==> config.mk <==
export PLATFORM = sky130hd
export DESIGN_NAME = key_sw_debounce
export DESIGN_NICKNAME = d
export VERILOG_FILES = /design/src/rtl/key_sw_debounce.sv
export SDC_FILE = /design/constraint.sdc
export NUM_CORES = 1
export LEC_CHECK = 0
export CAP_MARGIN = 20
export CORE_ASPECT_RATIO = 0.6
export CORE_UTILIZATION = 56
export CTS_BUF_LIST = sky130_fd_sc_hd__clkbuf_4 sky130_fd_sc_hd__clkbuf_8 sky130_fd_sc_hd__clkbuf_16
export CTS_CLUSTER_DIAMETER = 120
export DETAILED_ROUTE_END_ITERATION = 8
export PLACE_DENSITY = 0.8
export SYNTH_ARGS = -nofsm -noshare
export SYNTH_HDL_FRONTEND = slang
export SYNTH_SLANG_ARGS = --single-unit
==> constraint.sdc <==
create_clock -name lb_clk -period 2.7 [get_ports lb_clk]
set_clock_uncertainty 0.2 [all_clocks]
set_input_delay 0.54 -clock lb_clk [delete_from_list [all_inputs] [get_ports lb_clk]]
set_output_delay 0.54 -clock lb_clk [all_outputs]
set_load 0.005 [all_outputs]
==> src/rtl/key_sw_debounce.sv <==
// Key/switch input conditioning: 2-FF sync, tick-based debounce, key
// press/release pulses, sticky press flags and a maskable interrupt.

// Per-channel synchroniser and stability counter. The debounced level lives
// in the parent; this block only reports when that level should flip.
module key_sw_db_chan #(
  parameter int   STABLE_TICKS = 20,
  parameter logic RST_VAL      = 1'b0
) (
  input  logic lb_clk,
  input  logic rst_n,
  input  logic tick_i,
  input  logic pad_i,
  input  logic db_i,
  output logic acc_o
);
  localparam int CW = $clog2(STABLE_TICKS + 1);

  logic          s1_q, s2_q;
  logic [CW-1:0] cnt_q, cnt_d;

  // Any cycle where sync agrees with db restarts the count; mismatching ticks
  // advance it, and the last one accepts the new level.
  always_comb begin
    acc_o = 1'b0;
    cnt_d = cnt_q;
    if (s2_q == db_i) begin
      cnt_d = '0;
    end else if (tick_i) begin
      if (cnt_q == CW'(STABLE_TICKS - 1)) begin
        acc_o = 1'b1;
        cnt_d = '0;
      end else begin
        cnt_d = cnt_q + CW'(1);
      end
    end
  end

  // Synchroniser and counter state; reset puts sync at the idle level.
  always_ff @(posedge lb_clk) begin
    if (!rst_n) begin
      s1_q  <= RST_VAL;
      s2_q  <= RST_VAL;
      cnt_q <= '0;
    end else begin
      s1_q  <= pad_i;
      s2_q  <= s1_q;
      cnt_q <= cnt_d;
    end
  end
endmodule

module key_sw_debounce #(
  parameter int NUM_KEY      = 4,
  parameter int NUM_SW       = 3,
  parameter int TICK_DIV     = 12000,
  parameter int STABLE_TICKS = 20
) (
  input  logic               lb_clk,
  input  logic               rst_n,
  input  logic [NUM_KEY-1:0] key_pad_n,
  input  logic [NUM_SW-1:0]  sw_pad,
  output logic [NUM_KEY-1:0] key_db_n,
  output logic [NUM_SW-1:0]  sw_db,
  output logic [NUM_KEY-1:0] key_press_pulse,
  output logic [NUM_KEY-1:0] key_release_pulse,
  output logic [NUM_KEY-1:0] key_evt,
  input  logic [NUM_KEY-1:0] evt_clr,
  input  logic [NUM_KEY-1:0] irq_en,
  output logic               irq
);
  localparam int PW = (TICK_DIV > 1) ? $clog2(TICK_DIV) : 1;

  logic [PW-1:0]      pre_q, pre_d;
  logic               tick;
  logic [NUM_KEY-1:0] key_acc, key_db_q, key_db_d;
  logic [NUM_SW-1:0]  sw_acc, sw_db_q, sw_db_d;
  logic [NUM_KEY-1:0] press_q, press_d, rel_q, rel_d, evt_q, evt_d;

  // Free-running prescaler; tick is its terminal count.
  always_comb begin
    tick  = (pre_q == PW'(TICK_DIV - 1));
    pre_d = tick ? '0 : pre_q + PW'(1);
  end

  for (genvar g = 0; g < NUM_KEY; g++) begin : g_key
    key_sw_db_chan #(.STABLE_TICKS(STABLE_TICKS), .RST_VAL(1'b1)) u_chan (
      .lb_clk (lb_clk),
      .rst_n  (rst_n),
      .tick_i (tick),
      .pad_i  (key_pad_n[g]),
      .db_i   (key_db_q[g]),
      .acc_o  (key_acc[g])
    );
  end

  for (genvar g = 0; g < NUM_SW; g++) begin : g_sw
    key_sw_db_chan #(.STABLE_TICKS(STABLE_TICKS), .RST_VAL(1'b0)) u_chan (
      .lb_clk (lb_clk),
      .rst_n  (rst_n),
      .tick_i (tick),
      .pad_i  (sw_pad[g]),
      .db_i   (sw_db_q[g]),
      .acc_o  (sw_acc[g])
    );
  end

  // Accept flips the level; the pulse direction follows the pre-flip level so
  // pulse and new level appear in the same cycle. Press set beats clear.
  always_comb begin
    key_db_d = key_db_q ^ key_acc;
    sw_db_d  = sw_db_q ^ sw_acc;
    press_d  = key_acc & key_db_q;
    rel_d    = key_acc & ~key_db_q;
    evt_d    = press_q | (evt_q & ~evt_clr);
  end

  // Output-side state.
  always_ff @(posedge lb_clk) begin
    if (!rst_n) begin
      pre_q    <= '0;
      key_db_q <= '1;
      sw_db_q  <= '0;
      press_q  <= '0;
      rel_q    <= '0;
      evt_q    <= '0;
    end else begin
      pre_q    <= pre_d;
      key_db_q <= key_db_d;
      sw_db_q  <= sw_db_d;
      press_q  <= press_d;
      rel_q    <= rel_d;
      evt_q    <= evt_d;
    end
  end

  assign key_db_n          = key_db_q;
  assign sw_db             = sw_db_q;
  assign key_press_pulse   = press_q;
  assign key_release_pulse = rel_q;
  assign key_evt           = evt_q;
  assign irq               = |(evt_q & irq_en);
endmodule

======== Word-level counts from Yosys, hierarchy flattened ========
Cells that the tools add are included.
cells by class
  add/subtract/negate cells ............... 8
  equal/unequal tests ..................... 15
  multiplexer cells ....................... 28
  bitwise operators ....................... 10
  reductions and logical operators ........ 9
operators with widths
  operator               count
  $add 5x1->5 const B    7
  $eq 5x5->1 const B     7
  $mux 5                 7
  $mux 1                 21
  $and 4x4->4            4
  $reduce_or 2->1        8
  $add 14x1->14 const B  1
  $eq 14x14->1 const B   1
  $not 4->4              2
  $eq 1x1->1             7
  $or 4x4->4             1
  $reduce_or 4->1        1
  $xor 4x4->4            1
  $xor 3x3->3            1
  $not 1->1              1
storage, ports and cells
  bits in registers ....................... 82
  input port bits ......................... 17

======== Logic depth before layout (Yosys ltp) ========
  depth after elaboration ................. 5
  mapped depth ............................ 7
  depth with buffers taken out ............ 5

======== By module ========
Synthesis repeated with hierarchy kept, for this count alone.
second synthesis, totals
  cells, all modules ...................... 338
  area total of the unflattened synthesis .. 3,464.6 um^2
by module, submodules not included
  module           instances  cells an instance  area an instance (um^2)
  key_sw_db_chan   7          30                 307.8
  key_sw_debounce  1          128                1,310.0

======== Worst setup path after synthesis ========
Ideal clock, no wire load.
  path kind ............................... register -> register
  from .................................... register pre_q[5]
  to ...................................... register g_key[1].u_chan.cnt_q[3]
  arrival time ............................ 2.198 ns
  data required time ...................... 2.420 ns
  slack ................................... 0.222 ns
  stages on the path, launching flop included .. 7
  path buffers ............................ 2
  cells stage by stage .................... dfxtp_1 > or4b_1 > buf_2 > or4_4 > buf_6 > or3_1 > a211oi_2
on the way
  cells in the longest elaborated chain, start to end .. 1
ends and longest elaborated chain
  what                    RTL line  text
  start, declared         74        logic [PW-1:0] pre_q, pre_d;
  start signal, assigned  128       pre_q <= pre_d;
  $eq 14x14->1            82        tick = (pre_q == PW'(TICK_DIV - 1));
  end signal, assigned    48        cnt_q <= cnt_d;
  end, declared           20        logic [CW-1:0] cnt_q, cnt_d;
No other way between the ends.
A chain may end at the register's enable or synchronous reset.

======== Worst setup path in the final report ========
  from .................................... register pre_q[5]
  to ...................................... register g_key[3].u_chan.cnt_q[3]
on the way
  cells in the longest elaborated chain, start to end .. 1
ends and longest elaborated chain
  what                  RTL line
  $eq 14x14->1          82
  end signal, assigned  48
  end, declared         20
No other way between the ends.

==> PnR_summary.wiki <==
{| class="wikitable"
! Metric !! Value
|-
| Outcome || completed
|-
| Width of the chip || 105 um
|-
| Max-capacitance violation count || 0
|-
| Ys Warns || 0
|-
| Initial drt markers || 90
|-
| Sequential fraction of the synthesis area || 0.458
|-
| Relative area change from synthesis to final layout || 16.8%
|-
| DR vias || 2804
|-
| Mean instance size in the synthesized netlist || 9.14 um2
|-
| Number of synthesized flops with an enable pin || 0
|-
| CP Data Required Time || 2.78 ns
|-
| Placed cell areas || 4000 um2
|-
| Max-slew headroom at the worst pin || 0.536
|-
| Final routed wirelength across all metal layers || 6.97 mm
|-
| Num ports || 37
|-
| Setup Fix Bufs, Post-CTS || 0
|-
| Startpoint kind of the worst setup timing path || flop
|-
| Total count of hold-check failures in the final report || 0
|-
| Pin count of the biggest net entering global routing || 39
|-
| Filler instances || 491
|-
| Number of I/O port buffers || 36
|-
| Worst setup EP type || flop
|-
| Post-cts hold buffer count || 0
|-
| Total power draw || 2120 uW
|-
| Number of instances resized during post-cts repair || 0
|-
| Clock tree root driver cell || clkbuf_8
|-
| Post-route clock period utilization || 0.957
|-
| Clock tree from TritonCTS || built
|-
| Static Leak || 0.00137 uW
|-
| Crit path DAT || 2.66 ns
|-
| Cell area after synthesis || 3580 um2
|-
| Area of the core region || 6140 um2
|-
| Chip Height || 63.9 um
|-
| Number of nets in the final layout || 451
|-
| Number of H-tree levels || 3
|-
| Via count of the first global-routing pass || 2517
|-
| Most area-consuming cells after synthesis || dfxtp_1, xnor2_1, nand2_1, mux2i_1, nand3_1
|-
| Count of standard-cell rows || 22
|-
| Most frequent cells after synthesis || dfxtp_1, nand2_1, nor2_1
|-
| RD Place Congestion || 0.778
|-
| Launch point of the critical path || pre_q[5]
|-
| Synth async-reset ratio || 0
|-
| Largest area contributor in the netlist || dfxtp_1
|-
| Net count after synthesis || 417
|-
| RSZ-0062 raised after global routing || no
|-
| Flop and latch count out of synthesis || 82
|-
| Timing-limited maximum frequency || 387 MHz
|-
| DRC || 0
|-
| Start point of the worst min-delay path || g_key[0].u_chan.s1_q
|-
| Post-DRT Antenna Nets || 0
|-
| Count of non-filler cells in the finished layout || 515
|-
| Crit path max fanout || 38
|-
| Clock Tree Buf Depth || 2
|-
| Kind of critical path || flop to flop
|-
| Insertion delay to the later sink of the worst-skew pair || 0.36 ns
|-
| Most common cell in the netlist || dfxtp_1
|-
| Number of distinct library cells after synthesis || 37
|-
| Share of cells above drive strength 1 || 0.0789
|-
| Top FF cell, synth || dfxtp_1
|-
| Remaining Overflow, GRT || 0
|-
| Antenna violations before repair || 0
|-
| Number of sinks on the clock net || 82
|-
| Max IR drop VDD || 0.303 mV
|-
| Global-route wire length before repair || 11.7 mm
|-
| DR pass1 iterations || 4
|-
| Starting utilization of the core area || 0.583
|-
| Worst min-delay path class || flop to flop
|-
| Layout Cell Area excl Fill || 4180 um2
|-
| N_diodes || 0
|-
| Critical R2R Launch || pre_q[5]
|-
| Num CTS Buffers || 9
|-
| Global routing usage summed across all routing layers || 0.222
|-
| Cells after synthesis || 392
|-
| Slew Limit Fails || 0
|-
| Area enclosed by the die boundary || 6730 um2
|-
| Half-perimeter wire length after detailed placement || 4.99 mm
|-
| # setup viols final || 0
|-
| Clock slew at the register clock pins of the worst setup and hold paths || 0.09 ns
|-
| Total negative slack for setup checks || 0 ns
|-
| Tmin final || 2.58 ns
|-
| Slew at the pin with the worst max-slew slack || 0.688 ns
|-
| Number of cells in the design after placement || 499
|-
| Final routed wire length divided by cell count || 13.5 um
|-
| Pwr per Cell Area || 506 nW/um2
|-
| Post-detailed-route via-to-cell ratio || 5.44
|-
| Share of the synthesized area in the top cell type || 0.458
|-
| Post-route core utilization || 0.682
|}
## registers in the layout, summed over array words and instances, names as in the netlist, named ones only
name                cells
g_key.u_chan.s2_q       4
g_sw.u_chan.s1_q        3
g_key.u_chan.s1_q       4
g_sw.u_chan.cnt_q      15
key_release_pulse       4
key_evt                 4
g_key.u_chan.cnt_q     20
pre_q                  14
key_press_pulse         4
g_sw.u_chan.s2_q        3
## routing by layer
metal / vias to the layer above / GRT usage / part of all wire
li1: 1425 / - / -
met4: 0 / 0.0722 / 0.0099
met3: 8 / 0.0592 / 0.034
met1: 1335 / 0.290 / 0.50
met5: - / 0 / 0
met2: 36 / 0.357 / 0.45
## cells by family after synthesis
| kind of cell | after synthesis | share of synthesized area |
|---|---|---|
| xor+xnor | 27 | 0.0660 |
| buf+inv | 28 | 0.0398 |
| compound gates | 49 | 0.0887 |
| flops | 82 | 0.458 |
| fa+ha+maj | 8 | 0.0280 |
| mux | 12 | 0.0335 |
| simple gates | 186 | 0.285 |
## layout make-up
class | instances | area (um2) | area share
clock buffer | 10 | 138 | 0.0329
clock inverter | 6 | 48.8 | 0.0117
inverter | 5 | 18.8 | 0.00449
multi-input combinational | 282 | 1800 | 0.429
sequential | 82 | 1640 | 0.392
tap | 84 | 105 | 0.0251
timing repair buffer | 46 | 435 | 0.104
## cell usage in the layout (no fill, tap or decap), types with 7 or more instances in the layout
cell / synthesis / layout
dfxtp_1: 82 / 82
a21oi_1: 12 / 12
nor2_1: 32 / 32
nor4_1: 11 / 11
nor3_1: 9 / 9
nand3_1: 24 / 24
nand2b_1: 8 / 8
o21ai_0: 12 / 12
nor2b_1: 19 / 19
a31oi_1: 7 / 7
buf_4: 7 / 10
nand3b_1: 12 / 12
mux2i_1: 12 / 12
ha_1: 8 / 8
and3_1: 9 / 9
clkbuf_8: 0 / 10
xnor2_1: 22 / 22
and2_1: 8 / 8
nand2_1: 38 / 38
or3_1: 7 / 7
clkdlybuf4s50_1: 0 / 36
## per-stage QoR
| stage | setup slack [ns] | hold slack (ns) |
|---|---|---|
| 6_report | 0.116 | 0.217 |
| 5_1_grt | 0.00604 | 0.231 |
| 4_1_cts | 0.0890 | 0.222 |
| 3_5_place_dp | 0.0999 | 0.200 |
| 3_3_place_gp | 0.177 | 0.191 |
| 2_1_floorplan | 0.222 | 0.186 |
## critical path, stage by stage (launching register included)
cell and delay, ns:
dfxtp_1 0.35, or4b_1 0.55, or4_4 0.76, or3_1 0.44, a211oi_2 0.21
## where the power goes
part / switching (uW) / total (uW) / internal (uW)
clock: 459 / 826 / 366
combinational: 26.1 / 61.9 / 35.8
sequential: 8.57 / 1230 / 1220
## worst paths after layout
check / endpoint / slack (ns) / depth (start not counted)
setup / recovery: g_key[3].u_chan.cnt_q[3] / 0.12 / 4
hold reg to reg: g_key[0].u_chan.s2_q / 0.22 / 1
hold / removal: g_key[0].u_chan.s2_q / 0.22 / 1
setup reg to reg: g_key[3].u_chan.cnt_q[3] / 0.12 / 4
(Power assumes the default switching activity.)
